[src/rtl/fetch_ctrl.sv]
// Instruction fetch controller: one outstanding request, hold buffer for Decode stalls.
// Optional fetch abort on memory timeout is enabled with the FETCH_TIMEOUT_EN macro.
module fetch_ctrl #(
    parameter int TIMEOUT_CYCLES = 64
) (
    input  logic        clk,
    input  logic        rst,
    input  logic [31:0] pc_i,
    input  logic        redirect_i,
    input  logic        stall_d_i,
    output logic        mem_req_o,
    output logic [31:0] mem_addr_o,
    input  logic        mem_gnt_i,
    input  logic        mem_rvalid_i,
    input  logic [31:0] mem_rdata_i,
    output logic        stall_f_o,
    output logic [31:0] instr_o,
    output logic        instr_valid_o,
    output logic        timeout_o
);

    typedef enum logic [2:0] {
        IDLE = 3'd0,
        REQ  = 3'd1,
        WAIT = 3'd2,
        HOLD = 3'd3,
        DROP = 3'd4
    } state_t;

    state_t      state_r;
    state_t      state_next_s;
    logic [31:0] hold_r;
    logic [31:0] last_r;
    logic        deliver_s;
    logic        from_hold_s;
    logic        capture_s;
    logic        to_s;
    logic [31:0] instr_s;

`ifdef FETCH_TIMEOUT_EN
    localparam int CW = $clog2(TIMEOUT_CYCLES + 1);
    logic [CW-1:0] cnt_r;
    logic          in_wait_s;
    logic          stay_wait_s;

    assign in_wait_s   = (state_r == WAIT) || (state_r == DROP);
    assign stay_wait_s = (state_next_s == WAIT) || (state_next_s == DROP);
    assign to_s        = in_wait_s && (cnt_r == CW'(TIMEOUT_CYCLES));

    // Cycles spent waiting for a response; clears when the wait states are left
    always_ff @(posedge clk or posedge rst) begin
        if (rst) begin
            cnt_r <= '0;
        end else if (in_wait_s && stay_wait_s) begin
            cnt_r <= cnt_r + CW'(1);
        end else begin
            cnt_r <= '0;
        end
    end
`else
    assign to_s = 1'b0;
`endif

    // State register
    always_ff @(posedge clk or posedge rst) begin
        if (rst) begin
            state_r <= IDLE;
        end else begin
            state_r <= state_next_s;
        end
    end

    // Next-state and delivery decode; a timeout abort outranks any response
    always_comb begin
        state_next_s = state_r;
        deliver_s    = 1'b0;
        from_hold_s  = 1'b0;
        capture_s    = 1'b0;
        case (state_r)
            IDLE: state_next_s = REQ;
            REQ: begin
                if (mem_gnt_i) begin
                    state_next_s = redirect_i ? DROP : WAIT;
                end else begin
                    state_next_s = REQ;
                end
            end
            WAIT: begin
                if (to_s) begin
                    state_next_s = REQ;
                end else if (mem_rvalid_i) begin
                    if (redirect_i) begin
                        state_next_s = REQ;
                    end else if (!stall_d_i) begin
                        deliver_s    = 1'b1;
                        state_next_s = REQ;
                    end else begin
                        capture_s    = 1'b1;
                        state_next_s = HOLD;
                    end
                end else if (redirect_i) begin
                    state_next_s = DROP;
                end else begin
                    state_next_s = WAIT;
                end
            end
            HOLD: begin
                if (redirect_i) begin
                    state_next_s = REQ;
                end else if (!stall_d_i) begin
                    deliver_s    = 1'b1;
                    from_hold_s  = 1'b1;
                    state_next_s = REQ;
                end else begin
                    state_next_s = HOLD;
                end
            end
            DROP: begin
                if (to_s || mem_rvalid_i) begin
                    state_next_s = REQ;
                end else begin
                    state_next_s = DROP;
                end
            end
            default: state_next_s = IDLE;
        endcase
    end

    // Output decode; IDLE (held during reset) keeps the PC frozen even under redirect
    always_comb begin
        if (deliver_s) begin
            instr_s = from_hold_s ? hold_r : mem_rdata_i;
        end else begin
            instr_s = last_r;
        end
        if (state_r == IDLE) begin
            stall_f_o = 1'b1;
        end else if (redirect_i) begin
            stall_f_o = 1'b0;
        end else begin
            stall_f_o = !deliver_s;
        end
    end

    assign mem_req_o     = (state_r == REQ);
    assign mem_addr_o    = pc_i;
    assign instr_o       = instr_s;
    assign instr_valid_o = deliver_s;
    assign timeout_o     = to_s;

    // Hold buffer for stalled responses and the last instruction presented to Decode
    always_ff @(posedge clk or posedge rst) begin
        if (rst) begin
            hold_r <= 32'd0;
            last_r <= 32'd0;
        end else begin
            if (capture_s) begin
                hold_r <= mem_rdata_i;
            end
            if (deliver_s) begin
                last_r <= instr_s;
            end
        end
    end

endmodule
[config.mk]
export PLATFORM = sky130hd
export DESIGN_NAME = fetch_ctrl
export DESIGN_NICKNAME = d
export VERILOG_FILES = /design/src/rtl/fetch_ctrl.sv
export SDC_FILE = /design/constraint.sdc
export NUM_CORES = 1
export LEC_CHECK = 0
export ABC_CLOCK_PERIOD_IN_PS = 1900
export BUFFER_PORTS_ARGS = -buffer_cell sky130_fd_sc_hd__buf_2
export CAP_MARGIN = 20
export CELL_PAD_IN_SITES_DETAIL_PLACEMENT = 1
export CELL_PAD_IN_SITES_GLOBAL_PLACEMENT = 2
export CORE_MARGIN = 8
export CORE_UTILIZATION = 27
export CTS_CLUSTER_SIZE = 30
export DETAILED_ROUTE_END_ITERATION = 7
export PLACE_DENSITY = 0.78
export SYNTH_ARGS = -nofsm -noshare
export SYNTH_HDL_FRONTEND = slang
export SYNTH_SLANG_ARGS = --single-unit
[constraint.sdc]
create_clock -name clk -period 1.9 [get_ports clk]
set_input_delay 0.38 -clock clk [delete_from_list [all_inputs] [get_ports clk]]
set_output_delay 0.38 -clock clk [all_outputs]
set_load 0.01 [all_outputs]
## Word-level counts from Yosys, hierarchy flattened

Cells that the tools add are included.

- Memories: 0
- Word-level logic and storage cells: 29
- Bits of input ports: 70
- Latch bits: 0
- Memory bits (read-only): 0
- Memory bits (writable): 0
- Register bits: 67
- Output and inout bits: 68

- Magnitude comparators: 0
- Shifts and indexed selects: 0
- Div/mod/pow operators: 0
- Eq/ne operators: 4
- Multipliers: 0
- $add $sub $neg: 0
- Mux-type cells: 20
- Bitwise operators: 0
- Reduce and logical (&&, ||, !) cells: 2

Operators by type and width:

| cell | number |
|---|---|
| two-way mux 32 bit | 2 |
| two-way mux 3 bit | 5 |
| case mux 3 bit (5 select lines) | 1 |
| two-way mux 1 bit | 10 |
| == test 3 x 2 -> 1 bit (second input constant) | 2 |
| == test 3 x 1 -> 1 bit (second input constant) | 1 |
| == test 3 bit (second input constant) | 1 |
| logical NOT 3 bit | 1 |
| two-way mux 2 bit | 1 |
| case mux 1 bit (2 select lines) | 1 |
| logical NOT 1 bit | 1 |

## Logic depth before layout (Yosys ltp)

- Depth in word-level cells: 7
- Gate-level depth with buffers: 6
- Gate-level depth less buffers: 3

## Worst setup path after synthesis

OpenSTA, ideal clock, no wires.

- Path type: reg2out
- Start: reg state_r[2]
- End: out instr_o[10]
- Arrival: 1.530 ns
- Slack: -0.010 ns
- Stages on the path, launching flop included: 6
- Data required time: 1.520 ns
- Buffers on the path: 3
- Cell sequence: dfrtp_1 -> buf_6 -> or4b_1 -> buf_2 -> buf_2 -> o2bb2ai_1

- Longest elaborated chain between the ends: 4
- Elaborated cells on any way between the ends: 6
- Those cells by class: eq/ne: 2; mux: 4

Ends and longest elaborated chain:

| what | RTL line | RTL |
|---|---|---|
| start, declared | 30 | `state_t state_r;` |
| start signal, assigned | 69 | `state_r <= state_next_s;` |
| == test 3 x 2 -> 1 bit | 79 | `case (state_r)` |
| two-way mux 1 bit | 79 |  |
| two-way mux 32 bit | 132 | `instr_s = from_hold_s ? hold_r : mem_rdata_i;` |
| two-way mux 32 bit * | 131 | `if (deliver_s) begin` |
| end, declared | 17 | `output logic [31:0] instr_o,` |

Mark *: on every way between the ends. The rest lies on a longest branch, timed or not.

## Final worst setup path

- Start: reg state_r[2]
- End: out instr_o[28]

Same word-level chain as after synthesis.

==> summary by stage <==
Run status
The flow ran to the end, but the final reports show violations. The final reports fail on setup timing.

Synthesis
Counting every instance in the synthesized netlist gives 299. After Yosys synthesis, XOR and XNOR cells account for 0% of the synthesized area. The synthesized netlist devotes 0% of its cell area to adder and majority cells. The fraction of the mapped netlist area in simple logic gates is 8.67%.

After synthesis, the netlist uses 32 different library cells. Of the post-synthesis cell area, the part taken by muxes is 10.4%. Of all cell types, the one taking the most synthesized area is sky130_fd_sc_hd__dfrtp_1. The warning count from the yosys run is 0. Of the post-synthesis cell area, the dominant cell type holds 48.4%. After synthesis the netlist holds a flip-flop and latch count of 67. When the netlist entered floorplanning its net count stood at 369. The mapped cell area is 0.00346 mm2. Summing the areas of all compound-gate instances in the mapped netlist gives 20.7% of the synthesized area. For this run, the register share of the synthesized area comes to 48.4%. Yosys attributes the largest share of cell area to sky130_fd_sc_hd__dfrtp_1 (48%), sky130_fd_sc_hd__o2bb2ai_1 (12%), sky130_fd_sc_hd__mux2_2 (10%). After synthesis, the most frequently instantiated cells are sky130_fd_sc_hd__dfrtp_1 (67), sky130_fd_sc_hd__o2bb2ai_1 (46), sky130_fd_sc_hd__buf_4 (34), sky130_fd_sc_hd__mux2_2 (32), sky130_fd_sc_hd__a22oi_1 (23). The share of synthesized flip-flops with an asynchronous set or reset is 100%. In the post-synthesis netlist, the cell with the most instances is sky130_fd_sc_hd__dfrtp_1. Averaged over all synthesized cells, the footprint is 11.6 um2. By area, the combinational part of the netlist is dominated by compound AO/OA/AOI/OAI gates. The primary flip-flop cell chosen by synthesis mapping is sky130_fd_sc_hd__dfrtp_1. Yosys mapped a number of flops with a built-in enable equal to 0.

Setup path
Along the worst path, the maximum fanout reaches 7. The endpoint of the lowest-slack register-to-register path is last_r[13]. The endpoint arrival time on the critical path is 1.88 ns. The startpoint of the lowest-slack register-to-register path is state_r[2]. The worst reg2reg path depth is 8.

STA puts the critical path data required time at 1.52 ns. The setup slack of the most critical reg-to-reg path is 0.07 ns. The critical path is of the reg2out type. The kind of capture point of the worst setup path is a primary output. The worst setup path is launched from a flop.

Floorplanning
In this run the count of I/O pins placed on the die edge is 138. The core region is 0.0126 mm2. The initialized floorplan defines 41 standard-cell rows. From left edge to right edge, the die measures 129 um. The full die area is 0.0167 mm2.

The starting utilization of the core area is 27.6%. The y dimension of the die is 129 um.

Detailed routing
In this run, the number of DRC markers left after iteration 0 of detailed routing was 98. Dividing the detail-routed via count by the number of cells gives 5.05. The total number of vias is 2787.

In the final routed layout, each cell accounts on average for 21.2 um. The detail route stage leaves a number of antenna-violating nets equal to 0. The pre-antenna-repair detailed-routing pass consisted of 4 iterations. The remaining routing DRC violations is 0. The total length of routed wires is 11.7 mm.

Placed design
Once placement finished, the instance area stood at 0.00395 mm2. The cell count after placement is 513. The post-place setup slack is -0.274 ns.

At the end of routability-driven placement, the weighted congestion stood at 0.771. Port buffering added 72 buffers. The placed wire-length estimate after detailed placement is 6.84 mm.

Final layout
Relative to the synthesized area, the layout overhead comes to 51.9%. The non-filler instance count after layout is 552. The final layout contains 445 nets. The repair_antennas step left the layout with diodes totalling 0. The cell area after layout is 0.00526 mm2. In the final layout, the share of cells above drive strength 1 is 60.5%.

STA
Setup repair after global routing could not meet its margin everywhere. The final-report hold violation count came to 0. Subtracting the final worst setup slack from the clock period gives 2.26 ns. The highest clock rate is 443 MHz. In the post-route analysis, the smallest setup slack over all paths is -0.359 ns. Dividing the final minimum period by the clock period gives 119%. The count of final setup violators is 33.

The max-slew violation count came to 0. The clock arrives with 0.00607 ns of skew.

GRT
The initial antenna violation count is 1. Global routing used 13.7% of the available tracks. The via count of the first global-routing pass came to 3150. The global-route wire length before repair is 17.4 mm. The overall overflow remaining after global route is 0. The pin count of the biggest net entering global routing is 68.

CTS
The CTS tree is yes. The clock slew at the register clock pins of the worst setup and hold paths is 0.06 ns. The number of buffers created by CTS is 9.

The number of sinks driven by the clock tree is 67. The number of hold buffers added after CTS was 0. The later pin in the worst-skew pair is clocked with a latency of 0.33 ns. The maximum root-to-sink buffer count is 2. Clock tree synthesis selected as its root buffer the cell sky130_fd_sc_hd__clkbuf_16. The H-tree level count is 3.

Run
The number of violations of the max-capacitance limit is 0.

Power
For this design the static power due to leakage is 0.00228 uW. For this design the ratio of total power to cell area is 1320 mW/mm2. The worst-case IR drop observed on VDD is 0.402 mV.

Min path
The class of the tightest hold or removal check is in2async.
-- power breakdown --
group          leakage, uW  switching, uW  internal (uW)
sequential        0.000865            413           1930
clock             0.000155            634           1120
combinational      0.00126           1310           1520
total              0.00228           2360           4570
-- logic make-up after synthesis --
kind of cell | after synthesis
simple gates | 50
mux | 32
compound gates | 87
flops | 67
buf+inv | 62
other cells | 1
-- worst max-delay path by stage --
stage | start | endpoint
CTS | state_r[2] | instr_o[17]
global placement | redirect_i | instr_o[8]
detailed placement | redirect_i | instr_o[30]
floorplan | state_r[2] | instr_o[10]
global route | state_r[2] | instr_o[28]
finish | state_r[2] | instr_o[28]
-- critical path, stage by stage (launching register included) --
cell	delay (ns)
sky130_fd_sc_hd__dfrtp_1	0.41
sky130_fd_sc_hd__or4b_4	0.61
sky130_fd_sc_hd__clkbuf_16	0.24
sky130_fd_sc_hd__o2bb2ai_2	0.13
sky130_fd_sc_hd__buf_2	0.15
-- state kept, by name, summed over array words and instances, names as in the netlist --
name and flops:
state_r 3, last_r 32, hold_r 32
-- cells in the final DEF (no fill, tap or decap), types with 9 or more instances in the layout --
cell type	netlist	routed
sky130_fd_sc_hd__buf_2	10	52
sky130_fd_sc_hd__o2bb2ai_1	46	25
sky130_fd_sc_hd__dfrtp_1	67	66
sky130_fd_sc_hd__nand2_4	0	9
sky130_fd_sc_hd__buf_4	34	29
sky130_fd_sc_hd__buf_6	4	27
sky130_fd_sc_hd__o2bb2ai_2	0	10
sky130_fd_sc_hd__o2bb2ai_4	0	11
sky130_fd_sc_hd__mux2_2	32	32
sky130_fd_sc_hd__clkbuf_16	0	11
sky130_fd_sc_hd__nand3_1	19	10
sky130_fd_sc_hd__a22oi_1	23	23
-- routing by layer --
metal | wire [um] | part of all wire, % | vias up | GRT usage (%)
met1 | 5140 | 44 | 1455 | 16.2
met4 | 189 | 1.6 | 2 | 6.43
li1 | - | - | 1257 | -
met5 | 8 | 0.068 | - | 0
met3 | 452 | 3.9 | 19 | 3.08
met2 | 5910 | 51 | 54 | 23.1
-- metrics by stage --
step           utilization (%)  hold WS [ns]  total power, uW  setup TNS (ns)
2_1_floorplan                -         0.457             3510          -0.223
5_1_grt                   41.9         0.175             7320          -12.71
3_3_place_gp              31.4         0.472             4130           -6.08
6_report                  41.9         0.140             6930          -10.52
4_1_cts                   37.9         0.158             6390          -11.51
3_5_place_dp              31.4         0.474             4240           -6.61
-- final cells by class --
cell class / count / area, um2
fill: 1301 / 7310
timing repair buffer: 125 / 1170
sequential: 67 / 1680
multi-input combinational: 170 / 1870
clock buffer: 12 / 267
clock inverter: 4 / 47.5
inverter: 2 / 11.3
tap: 172 / 215
-- repair_timing --
action                     CTS  global route
hold endpoints to repair     0             0
gates resized for setup     51            63
cloned                       6             3
setup buffers               10             5
setup endpoints to repair   34            34
pin swaps                   12            19
(Power assumes the default switching activity.)
